$ cat config.mk
export PLATFORM = sky130hd
export DESIGN_NAME = fft_butterfly_r2
export DESIGN_NICKNAME = d
export VERILOG_FILES = /design/src/rtl/fft_pkg.sv /design/src/rtl/fft_scale_sat.sv /design/src/rtl/fft_butterfly_r2.sv
export SDC_FILE = /design/constraint.sdc
export NUM_CORES = 1
export LEC_CHECK = 0
export ABC_AREA = 1
export CAP_MARGIN = 20
export CELL_PAD_IN_SITES_DETAIL_PLACEMENT = 2
export CELL_PAD_IN_SITES_GLOBAL_PLACEMENT = 2
export CORE_UTILIZATION = 32
export DETAILED_ROUTE_END_ITERATION = 16
export MAX_ROUTING_LAYER = met4
export PLACE_DENSITY_LB_ADDON = 0.15
export SLEW_MARGIN = 15
export SYNTH_ARGS = -nofsm -noshare
export SYNTH_HDL_FRONTEND = slang
export SYNTH_SLANG_ARGS = --single-unit
$ cat constraint.sdc
create_clock -name clk -period 4.95 [get_ports clk]
set_input_delay 1.2375 -clock clk [delete_from_list [all_inputs] [get_ports clk]]
set_output_delay 1.2375 -clock clk [all_outputs]
set_load 0.02 [all_outputs]
$ cat src/rtl/fft_pkg.sv
// fft_pkg: widths, saturation limits and complex sample type shared across the FFT datapath
package fft_pkg;
  localparam int DATA_W = 18;
  localparam int TAG_W = 10;
  localparam int SAT_MAX = (1 << (DATA_W - 1)) - 1;
  localparam int SAT_MIN = -(1 << (DATA_W - 1));
  typedef struct packed {
    logic signed [DATA_W-1:0] re;
    logic signed [DATA_W-1:0] im;
  } cplx_t;
endpackage

$ cat src/rtl/fft_scale_sat.sv
// fft_scale_sat: one butterfly component, optional halve then clip to DATA_W; macro BFLY_ROUND_EN rounds half up when halving
module fft_scale_sat #(
  parameter int DATA_W = fft_pkg::DATA_W
) (
  input  logic [DATA_W:0]   sum,
  input  logic              scale,
  output logic [DATA_W-1:0] res,
  output logic              sat
);
  logic signed [DATA_W+1:0] e, t;
`ifdef BFLY_ROUND_EN
  assign e = {sum[DATA_W], sum} + {{(DATA_W+1){1'b0}}, scale};
`else
  assign e = {sum[DATA_W], sum};
`endif
  assign t = scale ? e >>> 1 : e;
  // fits in DATA_W exactly when the top three bits agree
  assign sat = !(t[DATA_W+1:DATA_W-1] == '0 || t[DATA_W+1:DATA_W-1] == '1);
  assign res = !sat ? t[DATA_W-1:0] : t[DATA_W+1] ? {1'b1, {(DATA_W-1){1'b0}}} : {1'b0, {(DATA_W-1){1'b1}}};
endmodule

$ cat src/rtl/fft_butterfly_r2.sv
// fft_butterfly_r2: radix-2 DIT butterfly X=A+P, Y=A-P, two-stage valid/ready pipeline with scaling and sticky saturation flag
module fft_butterfly_r2 #(
  parameter int DATA_W = fft_pkg::DATA_W,
  parameter int TAG_W = fft_pkg::TAG_W
) (
  input  logic              clk,
  input  logic              rst_n,
  input  logic              in_valid,
  output logic              in_ready,
  input  logic [DATA_W-1:0] DinAR,
  input  logic [DATA_W-1:0] DinAI,
  input  logic [DATA_W-1:0] DinPR,
  input  logic [DATA_W-1:0] DinPI,
  input  logic [TAG_W-1:0]  in_tag,
  input  logic              scale_en,
  output logic              out_valid,
  input  logic              out_ready,
  output logic [DATA_W-1:0] DoutXR,
  output logic [DATA_W-1:0] DoutXI,
  output logic [DATA_W-1:0] DoutYR,
  output logic [DATA_W-1:0] DoutYI,
  output logic [TAG_W-1:0]  out_tag,
  output logic              ovf,
  input  logic              ovf_clr
);
  logic advance, s1_valid, s1_scale;
  logic [TAG_W-1:0] s1_tag;
  logic [3:0][DATA_W:0] s1_sum;
  logic [3:0][DATA_W-1:0] res;
  logic [3:0] sat;
  logic [DATA_W:0] ar, ai, pr, pi;
  assign ar = {DinAR[DATA_W-1], DinAR};
  assign ai = {DinAI[DATA_W-1], DinAI};
  assign pr = {DinPR[DATA_W-1], DinPR};
  assign pi = {DinPI[DATA_W-1], DinPI};
  assign advance = !out_valid || out_ready;
  assign in_ready = advance || !s1_valid;
  always_ff @(posedge clk) begin
    if (!rst_n) begin
      s1_valid <= 1'b0;
      s1_scale <= 1'b0;
      s1_tag <= '0;
      s1_sum <= '0;
    end else if (in_ready) begin
      s1_valid <= in_valid;
      if (in_valid) begin
        s1_scale <= scale_en;
        s1_tag <= in_tag;
        s1_sum <= {ai - pi, ar - pr, ai + pi, ar + pr};
      end
    end
  end
  for (genvar i = 0; i < 4; i++) begin : g_ss
    fft_scale_sat #(.DATA_W(DATA_W)) u_ss (
      .sum(s1_sum[i]),
      .scale(s1_scale),
      .res(res[i]),
      .sat(sat[i])
    );
  end
  always_ff @(posedge clk) begin
    if (!rst_n) begin
      out_valid <= 1'b0;
      DoutXR <= '0;
      DoutXI <= '0;
      DoutYR <= '0;
      DoutYI <= '0;
      out_tag <= '0;
      ovf <= 1'b0;
    end else begin
      if (advance) begin
        out_valid <= s1_valid;
        if (s1_valid) begin
          DoutXR <= res[0];
          DoutXI <= res[1];
          DoutYR <= res[2];
          DoutYI <= res[3];
          out_tag <= s1_tag;
        end
      end
      // a new saturation event outranks a simultaneous clear
      ovf <= (advance && s1_valid && |sat) || (ovf && !ovf_clr);
    end
  end
endmodule

== Yosys cells after proc, flatten, opt, wreduce, memory -nomap -nowiden ==
Index checks and enable logic that the tools add are counted.
Word-level totals
  output and inout bits: 85
  memories: 0
  RAM bits: 0
  memory bits (read-only): 0
  logic and storage cells: 58
  register bits after elaboration: 172
  input bits: 88
  bits in latches: 0
Cells by class
  div/mod/pow operators: 0
  shifts and indexed selects: 0
  bitwise operators: 0
  multipliers: 0
  reduce and logical (&&, ||, !) cells: 24
  magnitude comparators: 0
  add/subtract/negate cells: 4
  equal/unequal tests: 4
  muxes and demuxes: 12
Operators with widths (number)
  $mux W18: 12
  $add A18 B18 Y19: 2
  $sub A18 B18 Y19: 2
  $eq A3 B3 Y1 const B: 4
  $logic_not A3 Y1: 4
  $logic_not A1 Y1: 7
  $logic_or A1 B1 Y1: 7
  $reduce_and A2 Y1: 2
  $reduce_or A4 Y1: 1
  $logic_and A1 B1 Y1: 3

== Depth between registers and ports, before layout ==
  depth after elaboration: 7
  depth in mapped cells: 16
  depth with buffers taken out: 15

== Modules after synthesis ==
A second synthesis with hierarchy kept.
Second synthesis, totals
  cells, all modules: 2008
  area total of the unflattened synthesis: 12243.0 um^2
By module, submodules not included
  fft_butterfly_r2: area each 10341.2 um^2, instances 1, cells each 1600, seq. area each 3403.3 um^2
  fft_scale_sat: area each 475.5 um^2, instances 4, cells each 102, seq. area each 0.0 um^2

== Worst setup path after synthesis ==
Ideal clock, no wire load.
  path type: input -> output
  start: input port out_ready
  end: output port in_ready
  buffers on the path: 0
  stages: 2
  arrival time: 1491 ps
  required time: 3713 ps
  setup slack: 2222 ps
  cells stage by stage: inv_1 nand3_1
Between the ends
  cells in the longest elaborated chain, start to end: 2
RTL lines
  from (decl): RTL line fft_butterfly_r2.sv:17  | input logic out_ready,
  $logic_or A1 B1 Y1: RTL line fft_butterfly_r2.sv:36  | assign advance = !out_valid || out_ready;
  $logic_or A1 B1 Y1: RTL line fft_butterfly_r2.sv:37  | assign in_ready = advance || !s1_valid;
  to (decl): RTL line fft_butterfly_r2.sv:9  | output logic in_ready,
Every way passes these cells.

== Final worst setup path ==
Ends and elaborated chain as after synthesis.

==> results.md <==
* Final setup skew at just over 0.009 ns
* TritonRoute pass-1 iters at 4
* CTS Sinks at between 150 and 200
* WP data required at between 3 and 4 ns
* Core area at roughly 0.035 sq mm
* Setup tns final at 0 ns
* Psw at 1515 uW
* Yosys reg bits at 170
* Hold slack at slightly below 0.5 ns
* Fin crit period at 3.737 ns
* Clock network fraction of design power at between 30% and 40%
* Worst-path maximum fanout at 3
* Synth Area in Compound Gates at 23.26%
* Final Net Count at 2002
* Resized cells post-CTS at 0
* Area grow syn2layout at 22.10%
* Row cnt at 68
* Synth Flop Type: dfxtp_1
* Post-Synth Adder-Cell Area at 9.579%
* Logic pwr share at 31.4%
* Detail Placement HPWL at between 30 and 40 mm
* Post-Place Worst Slack at 1.206 ns
* Syn_area_per_cell at ~6.5 sq um
* Largest net degree at the start of global routing at 121
* Leading area contributor after synthesis: dfxtp_1
* Routed WL per cell at 18.42 um
* Drt drc at 0
* Design area at approximately 0.014 sq mm
* Synth warn at 0
* Total GRT Usage at between 20% and 30%
* Wirelength, routed at between 40 and 50 mm
* Fin cells at around 2300
* Worst r2r src: s1_scale
* Multiplexer area fraction after synthesis at 0%
* Maximum clock rate at around 270 MHz
* Critical hold path startpoint: s1_tag[1]
* Placed cell count at about 2300
* Die area at approximately 0.036 sq mm
* CP dominant cell by count: clkdlybuf4s50_1
* Post-CTS Hold Fix Bufs at 0
* Final worst slack at 1.213 ns
* Slew @ Worst Pin at between 0.9 and 1 ns
* Die width at 189.8 um
* 1st-iter DRT viols at slightly above 500
* Peak supply drop at between 200 and 300 uV
* Final hold violations at 0
* Sequential Power Share at about 37%
* Crit. Startpoint: out_ready
* Clock transition at path regs at 0.06 ns
* Relative slew margins at a little under two fifths
* Synthesized Nets at between 1500 and 2000
* Final setup violating endpoints at 0
* First-pass GRT wire length at 67.55 mm
* Main area contributors after synthesis: dfxtp_1, a21oi_1, nand2_1
* I/O pin cnt at approximately 170
* Number of synthesized flops with an enable pin at 0
* Critical path type: in -> out
* Gate count after technology mapping at ~1700
* Yosys top cell area share at 30.16%
* Sequential element share of the synthesized area at a little under a third
* Fin. max-slew vios at 0
* Crit-path max cell delay at 0.62 ns
* # diodes at 0
* RSZ-0062 raised after global routing: no
* Crit path launch type: primary input
* Clock Latency Late Sink at 0.44 ns
* Buffers on Ports at around 170
* Max-Cap Viols at 0
* CTS buffer count at 17
* H-Tree Depth at 4
* Via count at 11765
* Die Span Y at 189.8 um
* Synth Area in Simple Gates at 22.16%
* Count leader, synth: nand2_1
* CTS tree: done
* Vias in the first global route at around 13000
* Starting Density at roughly a third
* Internal power at around 2700 uW
* Pwr dens at 306.4 mW/mm^2
* Leak at roughly 0.0064 uW
* Unique masters post-synth at 40
* Hold WC Path Type: reg -> reg
* Dpl cell area at between 0.01 and 0.015 sq mm
* Routed Antenna Nets at 0
* Vias per inst at between 5 and 6
* Sw frac at 35.90%
* Critical-path cell list: clkdlybuf4s50_1 -> inv_1 -> nand3_1 -> clkdlybuf4s50_1
* CP Data Arrival Time at about 2.5 ns
* Final cycle utilization of the critical path at about three quarters
* Outcome: complete, no violations
* Initial antenna violation count at 0
* Clock root cell: clkbuf_16
* Worst Setup End Kind: output port
* XOR/XNOR Fraction of Synth Area at 1.863%
* Syn Std Cell Area at 0.01129 sq mm
* Async set-reset flop share out of synthesis at 0%
* Synth top cells by count: nand2_1, inv_1, a21oi_1
* GP Congestion at 0.8590
* Combinational family with the most area after synthesis: compound AO/OA/AOI/OAI gates
* Slowest-stage cell, CP: clkdlybuf4s50_1
* Share of cells above drive strength 1 at around 4.2%
* Clock Path Buffers at 2
* Remaining global-route overflow at 0
* Postcts setup bufs at 0
-- state kept, by name, summed over array words and instances, names as in the netlist --
name and flops:
DoutXR 18, DoutYR 18, out_valid 1, s1_valid 1
s1_scale 1, DoutYI 18, DoutXI 18, s1_sum 74
out_tag 10, s1_tag 10, ovf 1
-- layout make-up --
class,instances,area [sq um]
clock inverter,12,126.4
tap,455,569.3
multi-input combinational,1194,6420
sequential,170,3403
inverter,264,991.0
clock buffer,19,442.9
fill,4176,20850
timing repair buffer,183,1827
-- metrics by stage --
step / power, uW / util (%)
finish: 4222 / 39.79
global route: 4456 / 39.79
CTS: 4254 / 39.73
detailed placement: 2910 / 38.09
global placement: 2864 / 38.09
floorplan: 2389 / -
-- logic make-up (layout without fill, tap and decap cells) --
group	after synthesis	after routing
compound gates	501	501
flops	170	170
buf+inv	360	478
fa+ha+maj	84	84
simple gates	585	585
xor+xnor	24	24
-- cell usage in the layout (no fill, tap or decap), types with 2 or more instances in the layout --
master / instances
or2_1: 3
buf_12: 2
o21bai_1: 12
xor2_1: 20
or2_2: 3
xnor2_1: 4
fa_1: 4
clkdlybuf4s50_1: 171
and2_1: 6
nor4_1: 5
dfxtp_1: 170
o211ai_1: 19
nand3b_1: 3
inv_1: 259
clkinv_2: 5
nor3_1: 10
o21ai_0: 215
nand2_1: 287
buf_4: 10
nand2_2: 7
nand3_1: 102
a21oi_2: 5
a21oi_1: 245
nor2_2: 8
nor2_1: 139
ha_1: 80
clkbuf_16: 17
nand4_1: 5
nand3_2: 3
inv_2: 4
nor2_4: 2
bufinv_16: 2
clkinv_4: 3
clkinvlp_4: 2
-- critical path, delay by kind of cell --
family	cells	cell delay (ns)
buffers and inverters	3	1.13
and+or+nand+nor	1	0.12
-- path summary, 6_finish.rpt --
kind	end	slack, ns	cells after the start
min reg2reg	s1_tag[1]	0.49	2
max	in_ready	1.21	4
min	s1_tag[1]	0.49	2
max reg2reg	DoutXR[4]	1.87	8
-- power groups by stage --
| stage | clock network (uW) | logic (uW) | registers, uW |
|---|---|---|---|
| 2_1_floorplan | 0 | 750 | 1640 |
| 3_3_place_gp | 0 | 1270 | 1590 |
| 3_5_place_dp | 0 | 1310 | 1600 |
| 4_1_cts | 1360 | 1330 | 1570 |
| 5_1_grt | 1410 | 1470 | 1580 |
| 6_report | 1330 | 1320 | 1570 |
-- per-layer routing --
metal / global-route usage (%) / vias up / part of all wire (%)
li1: - / 5768 / -
met5: - / - / 0
met4: 5.149 / 0 / 0.92
met2: 38.91 / 173 / 45
met3: 2.324 / 28 / 2.6
met1: 33.78 / 5796 / 51
No activity file was read; power rests on OpenSTA's default activity.
